--- config.mk ---
export PLATFORM = sky130hd
export DESIGN_NAME = dart_word_tx_flat
export DESIGN_NICKNAME = d
export VERILOG_FILES = /design/src/rtl/dart_pkg.sv /design/src/rtl/dart_word_tx_if.sv /design/src/rtl/dart_baud_gen.sv /design/src/rtl/dart_word_tx.sv /design/src/flat_wrapper.sv
export SDC_FILE = /design/constraint.sdc
export NUM_CORES = 1
export LEC_CHECK = 0
export BUFFER_PORTS_ARGS = -buffer_cell sky130_fd_sc_hd__buf_2
export CORE_ASPECT_RATIO = 0.8
export CORE_MARGIN = 2
export CORE_UTILIZATION = 56
export DETAILED_ROUTE_END_ITERATION = 12
export GPL_TIMING_DRIVEN = 0
export MAX_ROUTING_LAYER = met4
export PLACE_DENSITY = 0.83
export SETUP_SLACK_MARGIN = 0.5
export SYNTH_ARGS = -nofsm -noshare
export SYNTH_HDL_FRONTEND = slang
export SYNTH_SLANG_ARGS = --single-unit
--- constraint.sdc ---
create_clock -name clock -period 4.4 [get_ports clock]
set_clock_uncertainty 0.2 [all_clocks]
set_input_delay 0.88 -clock clock [delete_from_list [all_inputs] [get_ports clock]]
set_output_delay 0.88 -clock clock [all_outputs]
set_load 0.05 [all_outputs]
--- src/rtl/dart_pkg.sv ---
// Shared DART link definitions: FSM encoding, frame lengths and a clog2 helper.
// The DART_TX_PARITY_EN build macro selects the 11-bit (8E1) frame length.
package dart_pkg;

    typedef enum logic [2:0] {
        DART_IDLE  = 3'd0,
        DART_START = 3'd1,
        DART_DATA  = 3'd2,
        DART_STOP  = 3'd3
    } dart_state_e;

    localparam int DART_FRAME_BITS_8N1 = 10;
    localparam int DART_FRAME_BITS_8E1 = 11;

`ifdef DART_TX_PARITY_EN
    localparam int DART_FRAME_BITS = DART_FRAME_BITS_8E1;
`else
    localparam int DART_FRAME_BITS = DART_FRAME_BITS_8N1;
`endif

    function automatic int dart_clog2(input int value);
        int result;
        int rem;
        result = 0;
        rem    = value - 1;
        while (rem > 0) begin
            result = result + 1;
            rem    = rem >> 1;
        end
        return result;
    endfunction

endpackage

--- src/rtl/dart_word_tx_if.sv ---
// Control-side word handshake of the DART transmitter (enable, word request, status).
interface dart_word_tx_if #(
    parameter int WIDTH = 16
) ();

    logic             enable;
    logic [WIDTH-1:0] tx_data;
    logic             tx_valid;
    logic             tx_ack;
    logic             tx_busy;
    logic             tx_error;

    modport master (
        output enable,
        output tx_data,
        output tx_valid,
        input  tx_ack,
        input  tx_busy,
        input  tx_error
    );

    modport slave (
        input  enable,
        input  tx_data,
        input  tx_valid,
        output tx_ack,
        output tx_busy,
        output tx_error
    );

endinterface

--- src/rtl/dart_baud_gen.sv ---
// Bit-period counter: counts 0..DIVISOR-1 and wraps, tick pulses when count hits TICK_AT.
// The receiver sets TICK_AT to half a bit to sample mid-bit.
module dart_baud_gen
    import dart_pkg::*;
#(
    parameter int DIVISOR = 16,
    parameter int TICK_AT = DIVISOR - 1
) (
    input  logic clock,
    input  logic reset_n,
    input  logic clear,
    output logic tick
);

    localparam int CW = (dart_clog2(DIVISOR) < 1) ? 1 : dart_clog2(DIVISOR);
    localparam logic [CW-1:0] LAST = CW'(DIVISOR - 1);
    localparam logic [CW-1:0] TAP  = CW'(TICK_AT);

    logic [CW-1:0] cnt;

    always_ff @(posedge clock or negedge reset_n) begin
        if (!reset_n) begin
            cnt <= '0;
        end else if (clear) begin
            cnt <= '0;
        end else if (cnt == LAST) begin
            cnt <= '0;
        end else begin
            cnt <= cnt + CW'(1);
        end
    end

    assign tick = !clear && (cnt == TAP);

endmodule

--- src/rtl/dart_word_tx.sv ---
// DART word transmitter: sends WIDTH-bit words as back-to-back 8N1 bytes, LSB byte first.
// Define DART_TX_PARITY_EN to insert an even-parity bit after each byte (8E1 frames).
//
// state  | meaning
// IDLE   | line high, waiting for enable && tx_valid
// START  | start bit (low) for one bit period
// DATA   | data bits 0..7 of the current byte, LSB first
// PARITY | even parity of the current byte (DART_TX_PARITY_EN only)
// STOP   | stop bit (high); next byte or back to IDLE
module dart_word_tx
    import dart_pkg::*;
#(
    parameter int WIDTH      = 16,
    parameter int BAUD_RATE  = 9600,
    parameter int CLOCK_FREQ = 50000000
) (
    input  logic          clock,
    input  logic          reset_n,
    dart_word_tx_if.slave ctl,
    output logic          RS232_TX_DATA
);

    localparam int NBYTES  = WIDTH / 8;
    localparam int DIVISOR = CLOCK_FREQ / BAUD_RATE;
    localparam int BW      = (dart_clog2(NBYTES) < 1) ? 1 : dart_clog2(NBYTES);
    localparam logic [BW-1:0] LAST_BYTE = BW'(NBYTES - 1);

    localparam logic [2:0] S_IDLE  = DART_IDLE;
    localparam logic [2:0] S_START = DART_START;
    localparam logic [2:0] S_DATA  = DART_DATA;
    localparam logic [2:0] S_STOP  = DART_STOP;
`ifdef DART_TX_PARITY_EN
    localparam logic [2:0] S_PARITY = 3'd4;
`endif

    logic [2:0]       state;
    logic [WIDTH-1:0] shreg;
    logic [2:0]       bit_idx;
    logic [BW-1:0]    byte_idx;
    logic             line;
    logic             ack;
    logic             busy;
    logic             err;
    logic             valid_q;
    logic             enable_q;
    logic             tick;
    logic             err_set;
    logic [7:0]       cur_byte;
    logic [2:0]       bit_nxt;

    assign cur_byte = shreg[7:0];
    assign bit_nxt  = bit_idx + 3'd1;

    dart_baud_gen #(
        .DIVISOR (DIVISOR)
    ) u_baud (
        .clock   (clock),
        .reset_n (reset_n),
        .clear   (state == S_IDLE),
        .tick    (tick)
    );

    // Withdrawal only counts when enable was high on both sides of the fall;
    // the data check compares against the word captured one edge earlier.
    assign err_set = ((state == S_IDLE) && ctl.enable && enable_q && valid_q &&
                      !ctl.tx_valid && !ack) ||
                     (ack && ctl.tx_valid && (ctl.tx_data != shreg));

    always_ff @(posedge clock or negedge reset_n) begin
        if (!reset_n) begin
            state    <= S_IDLE;
            shreg    <= '0;
            bit_idx  <= '0;
            byte_idx <= '0;
            line     <= 1'b1;
            ack      <= 1'b0;
            busy     <= 1'b0;
            err      <= 1'b0;
            valid_q  <= 1'b0;
            enable_q <= 1'b0;
        end else begin
            ack      <= 1'b0;
            valid_q  <= ctl.tx_valid;
            enable_q <= ctl.enable;
            if (err_set) begin
                err <= 1'b1;
            end
            case (state)
                S_IDLE: begin
                    if (ctl.enable && ctl.tx_valid) begin
                        shreg    <= ctl.tx_data;
                        ack      <= 1'b1;
                        busy     <= 1'b1;
                        line     <= 1'b0;
                        bit_idx  <= '0;
                        byte_idx <= '0;
                        state    <= S_START;
                    end
                end
                S_START: begin
                    if (tick) begin
                        bit_idx <= '0;
                        line    <= cur_byte[0];
                        state   <= S_DATA;
                    end
                end
                S_DATA: begin
                    if (tick) begin
                        if (bit_idx == 3'd7) begin
`ifdef DART_TX_PARITY_EN
                            line  <= ^cur_byte;
                            state <= S_PARITY;
`else
                            line  <= 1'b1;
                            state <= S_STOP;
`endif
                        end else begin
                            bit_idx <= bit_nxt;
                            line    <= cur_byte[bit_nxt];
                        end
                    end
                end
`ifdef DART_TX_PARITY_EN
                S_PARITY: begin
                    if (tick) begin
                        line  <= 1'b1;
                        state <= S_STOP;
                    end
                end
`endif
                S_STOP: begin
                    if (tick) begin
                        if (byte_idx == LAST_BYTE) begin
                            busy  <= 1'b0;
                            line  <= 1'b1;
                            state <= S_IDLE;
                        end else begin
                            byte_idx <= byte_idx + BW'(1);
                            shreg    <= shreg >> 8;
                            line     <= 1'b0;
                            state    <= S_START;
                        end
                    end
                end
                default: begin
                    busy  <= 1'b0;
                    line  <= 1'b1;
                    state <= S_IDLE;
                end
            endcase
        end
    end

    assign ctl.tx_ack    = ack;
    assign ctl.tx_busy   = busy;
    assign ctl.tx_error  = err;
    assign RS232_TX_DATA = line;

endmodule

--- src/flat_wrapper.sv ---
// flat-port wrapper written by rule: the top's interface ports become plain ports
module dart_word_tx_flat import dart_pkg::*;
#(
    parameter int WIDTH      = 16,
    parameter int BAUD_RATE  = 9600,
    parameter int CLOCK_FREQ = 50000000
)
  (clock, reset_n, RS232_TX_DATA, ctl_enable, ctl_tx_data, ctl_tx_valid, ctl_tx_ack, ctl_tx_busy, ctl_tx_error);
  dart_word_tx_if #(.WIDTH(WIDTH)) ctl_i ();
  input  logic clock;
  input  logic reset_n;
  output logic RS232_TX_DATA;
  input wire logic [$bits(ctl_i.enable)-1:0] ctl_enable;
  input wire logic [$bits(ctl_i.tx_data)-1:0] ctl_tx_data;
  input wire logic [$bits(ctl_i.tx_valid)-1:0] ctl_tx_valid;
  output wire logic [$bits(ctl_i.tx_ack)-1:0] ctl_tx_ack;
  output wire logic [$bits(ctl_i.tx_busy)-1:0] ctl_tx_busy;
  output wire logic [$bits(ctl_i.tx_error)-1:0] ctl_tx_error;
  assign ctl_i.enable = ctl_enable;
  assign ctl_i.tx_data = ctl_tx_data;
  assign ctl_i.tx_valid = ctl_tx_valid;
  assign ctl_tx_ack = ctl_i.tx_ack;
  assign ctl_tx_busy = ctl_i.tx_busy;
  assign ctl_tx_error = ctl_i.tx_error;
  dart_word_tx #(.WIDTH(WIDTH), .BAUD_RATE(BAUD_RATE), .CLOCK_FREQ(CLOCK_FREQ)) u_core (.clock(clock), .reset_n(reset_n), .ctl(ctl_i), .RS232_TX_DATA(RS232_TX_DATA));
endmodule
### After elaboration in Yosys (flattened, before gate mapping)

Index checks and enable logic that the tools add are counted.

* bits in latches: 0
* ROM bits: 0
* bits in writable memories: 0
* output and inout bits: 4
* bits in registers: 42
* bits of input ports: 20
* memories kept: 0
* word-level logic and storage cells: 89

* order comparisons: 1
* eq/ne operators: 14
* add/sub/neg operators: 3
* muxes and demuxes: 36
* bitwise operators: 1
* multipliers: 0
* reductions and logical operators: 23
* divide/modulo/power cells: 0
* shifts and indexed selects: 0

Operators by type and width (number)
* two-way mux 16 bit: 3
* one-hot mux 16 bit (2 select lines): 1
* two-way mux 3 bit: 9
* two-way mux 13 bit: 2
* != test 16 bit: 1
* two-way mux 1 bit: 15
* adder 13 x 1 -> 13 bit (second input constant): 1
* == test 13 bit (second input constant): 1
* != test 2 x 1 -> 1 bit (second input constant): 6
* one-hot mux 3 bit (4 select lines): 1
* AND reduction 4 bit: 3
* AND reduction 5 bit: 2
* logical AND 1 bit: 9
* one-hot mux 3 bit (3 select lines): 1
* == test 3 x 2 -> 1 bit (second input constant): 2
* less-than comparator 3 x 4 -> 1 bit (second input constant): 1
* != test 2 bit (second input constant): 2
* one-hot mux 1 bit (4 select lines): 1
* adder 3 x 1 -> 3 bit (second input constant): 1
* binary-select mux 1 bit (select 3 bit): 1
* == test 3 x 1 -> 1 bit (second input constant): 1
* == test 3 bit (second input constant): 1
* zero test 1 bit: 3
* zero test 3 bit: 1
* 9 further kinds: 9

### Depth between registers and ports, before layout

* depth after elaboration: 7
* mapped depth: 9

### Hierarchy

A second synthesis with hierarchy kept.

* cell total of the unflattened synthesis: 205
* area, all modules: 2279.7 sq um

By module, submodules not included
* dart_word_tx: area each 1597.8 sq um, cells each 136, times used 1, sequential area each 701.9 sq um
* dart_baud_gen: area each 681.9 sq um, cells each 69, times used 1, sequential area each 325.3 sq um

### Worst setup path before layout

OpenSTA, ideal clock, no wires.

* kind: input-to-reg
* from: input ctl_tx_valid
* to: register u_core.shreg[2]
* setup time: 125 ps
* arrival: 2077 ps
* data required time: 4075 ps
* cell stages on the path: 6
* path buffers: 2
* path slack: 1998 ps
* path through: nand2_1 > a21oi_1 > o21a_1 > buf_6 > buf_12 > mux2_4

* cells in the longest elaborated chain, start to end: 3

Ends and longest elaborated chain
* from (decl): line flat_wrapper.sv:15 `input wire logic [$bits(ctl_i.tx_valid)-1:0] ctl_tx_valid;`
* logical AND 1 bit: line dart_word_tx.sv:90 `if (ctl.enable && ctl.tx_valid) begin`
* != test 2 x 1 -> 1 bit (no line)
* AND reduction 4 bit (no line)
* to (signal assigned): line dart_word_tx.sv:91 `shreg <= ctl.tx_data;`
* to (signal assigned): line dart_word_tx.sv:139 `shreg <= shreg >> 8;`
* to (decl): line dart_word_tx.sv:37 `logic [WIDTH-1:0] shreg;`

Every way passes these cells.
A chain may end at the register's enable or synchronous reset.

### Worst setup path in the final report

* from: register u_core.state[0]
* to: register u_core.shreg[3]

* cells in the longest elaborated chain, start to end: 5
* elaborated cells on any way between the ends: 10

Ends and longest elaborated chain
* from (decl): line dart_word_tx.sv:36 `logic [2:0] state;`
* from (signal assigned): line dart_word_tx.sv:71 `state <= S_IDLE;`
* from (signal assigned): line dart_word_tx.sv:97 `state <= S_START;`
* from (signal assigned): line dart_word_tx.sv:104 `state <= S_DATA;`
* zero test 3 bit (*): line dart_word_tx.sv:59 `.clear (state == S_IDLE),`
* net u_core.u_baud.clear: line dart_baud_gen.sv:11 `input logic clear,`
* zero test 1 bit: line dart_baud_gen.sv:33 `assign tick = !clear && (cnt == TAP);`
* logical AND 1 bit: line dart_baud_gen.sv:33
* != test 2 x 1 -> 1 bit (no line)
* AND reduction 4 bit (no line)

The timed path passes the listed nets; every way through them passes the cells marked *.

==> flow_summary.yaml <==
pwr:
  p_per_area_nw_per_um2: 654
  leakage_uw: 0.00111
  ir_worst_vdd_mv: 0.333
  p_total_uw: 1660
hold_path:
  hp-class: "reg2reg"
finish:
  final_cell_mix: "dfrtp_1 (40), buf_2 (23), nor2_1 (18), xor2_1 (18)"
  area_delta_synth_final_pct: 11.6
  final_util_pct: 65.8
  layout_commonest_cell: "dfrtp_1"
  final_area_um2: 2530
  final_nets: 267
  drive_gt1_share_pct: 22.8
  diodes: 0
yosys:
  ys_ff_latch: 41
  syn_area_um2: 2270
  avgSynthCellArea_um2: 10.8
  synth_warnings: 0
  synth_cell_types: 40
  ys_seq_area_share_pct: 45.2
  syn-instance-count: 210
  syn_nets: 237
clock_network:
  cts_hold_buf: 0
  cts_setup_buffers: 0
  clkSlewWorstSetupHoldPaths_ns: 0.07
  cts_tree: "done"
  htreeDepth: 2
  cts.path.max_buffers: 2
  root_buffer: "clkbuf_8"
  clock_latency_ns: 0.28
  cts_resized: 0
  cts.sinks: 41
  cts_inserted_buffers: 5
critical_path:
  worst-path-max-fanout: 10
  cp-end-kind: "register"
  critPathRequiredTime_ns: 4.37
  crit_path_start_kind: "register"
  arrival_ns: 2.69
  path_class: "reg2reg"
timing:
  finalCritPeriodShare_pct: 61.9
  rsz0062_at_grt: "false"
  setup-tns-final_ns: 0
  finalSetupViolations: 0
  max_clock_freq_mhz: 367
  fin_crit_ns: 2.72
  report.final.hold_viol_count: 0
  relSlewSlack_pct: 33.4
  worst_hold_slack_ns: 0.267
  worst_slew_pin_slew_ns: 0.974
  final_max_slew_viol_count: 0
grt:
  grt_pass1_vias: 1642
  grt_max_degree: 42
  antenna_found_initial: 0
  grt_pass1_wl_mm: 7.56
  grt_usage_pct: 23.1
  grt_overflow: 0
route:
  ant_nets: 0
  post_drt_wl_per_cell_um: 14.9
  viasPerCell: 5.71
  routed_wl_mm: 4.42
  drt_first_pass_iters: 4
  drc_errors: 0
  drt_iter0_markers: 85
  num_vias: 1689
run_status:
  outcome: "completed"
place:
  portBuffers: 23
  place.gp.congestion: 0.826
  hpwl_mm: 3.25
  place_area_um2: 2450
floorplan:
  ioPinCount: 24
  fp.dieH_um: 61.0
  core_um2: 3850
  row_count: 20
  die_w_um: 75.2
  start_util_pct: 58.9
  die-area_um2: 4580
flow_run:
  drv_cap: 0
-- cells in the mapped netlist --
library cell / n / area [um2]
a2111oi_0: 1 / 8.76
a21oi_1: 6 / 30.0
a222oi_1: 1 / 10.0
a2bb2oi_1: 1 / 8.76
a311o_1: 1 / 10.0
a32o_1: 2 / 20.0
a32oi_1: 1 / 8.76
and3_1: 1 / 6.26
buf_12: 1 / 20.0
buf_6: 1 / 11.3
clkbuf_1: 5 / 18.8
clkinv_1: 1 / 3.75
dfrtp_1: 40 / 1000
dfstp_2: 1 / 26.3
ha_1: 7 / 87.6
inv_1: 16 / 60.1
mux2_2: 16 / 180
mux2_4: 2 / 30.0
mux4_2: 2 / 45.0
nand2_1: 5 / 18.8
nand3_1: 6 / 30.0
nand4_1: 13 / 81.3
nand4bb_1: 1 / 11.3
nor2_1: 18 / 67.6
nor2b_1: 2 / 12.5
nor3_1: 3 / 15.0
nor4_1: 8 / 50.1
nor4_4: 1 / 21.3
nor4b_4: 1 / 23.8
o21a_1: 2 / 15.0
o21ai_0: 8 / 40.0
o21ai_1: 4 / 20.0
o21bai_1: 1 / 7.51
o31ai_1: 1 / 7.51
o32a_1: 1 / 10.0
or2_2: 1 / 6.26
or4_1: 1 / 7.51
or4_4: 1 / 11.3
xnor2_1: 8 / 70.1
xor2_1: 18 / 158
-- power breakdown --
group | switching, uW | internal, uW | leakage, uW | total, uW
clock network | 117 | 113 | 0.0000395 | 229
registers | 115 | 500 | 0.000521 | 615
logic | 441 | 372 | 0.000545 | 813
-- worst max-delay path, stage by stage (launching register included) --
cell and delay (ns):
dfrtp_1 0.38, inv_1 0.09, ha_1 0.20, clkbuf_1 0.22, a21oi_1 0.71, o21a_1 0.25, buf_6 0.14, buf_12 0.13
mux2_4 0.29
-- path summary, 6_finish.rpt --
check | startpoint | end | slack, ns | cells after the start
worst max register to register | u_core.state[0] | u_core.shreg[3] | 1.68 | 8
min in group asynchronous | reset_n | u_core.shreg[15] | 0.50 | 1
worst max-delay path | u_core.state[0] | u_core.shreg[3] | 1.68 | 8
max in group asynchronous | reset_n | u_core.valid_q | 2.94 | 1
worst min-delay path | u_core.ctl.tx_error | u_core.ctl.tx_error | 0.27 | 1
worst min register to register | u_core.ctl.tx_error | u_core.ctl.tx_error | 0.27 | 1
-- state kept, by name, indices dropped and copies added, names as in the netlist --
| signal | flops |
|---|---|
| u_core.RS232_TX_DATA | 1 |
| u_core.bit_idx | 3 |
| u_core.byte_idx | 1 |
| u_core.ctl.tx_ack | 1 |
| u_core.ctl.tx_busy | 1 |
| u_core.ctl.tx_error | 1 |
| u_core.enable_q | 1 |
| u_core.shreg | 16 |
| u_core.state | 2 |
| u_core.u_baud.cnt | 13 |
| u_core.valid_q | 1 |
-- layer usage --
metal	GRT usage [%]	up-vias	wire (um)
met2	34.2	50	1970
met4	7.52	0	48
met3	5.32	4	246
li1	-	817	-
met5	-	-	0
met1	31.6	818	2150
-- area by class of cell --
cell class	count	area, um2
plain buffers	7	50.0
clock buffers	8	80.1
fillers	320	1320
inverters	17	63.8
multi-input cells	145	1130
flip-flops and latches	41	1030
well taps	55	68.8
repair buffers	23	115
-- logic make-up (layout without fill, tap and decap cells) --
| logic type | Yosys count | count (layout) | share of synthesized area, % |
|---|---|---|---|
| simple gates | 62 | 62 | 16.0 |
| flops | 41 | 41 | 45.2 |
| compound gates | 30 | 30 | 8.65 |
| xor+xnor | 26 | 26 | 10.0 |
| buf+inv | 24 | 55 | 5.01 |
| mux | 20 | 20 | 11.2 |
| fa+ha+maj | 7 | 7 | 3.86 |
-- metrics by stage --
stage	std cells	setup slack, ns
6_report	296	1.68
5_1_grt	296	1.51
4_1_cts	296	1.69
3_5_place_dp	288	1.52
3_3_place_gp	288	1.51
2_1_floorplan	210	2.00
Power figures use the tool's default switching activity.
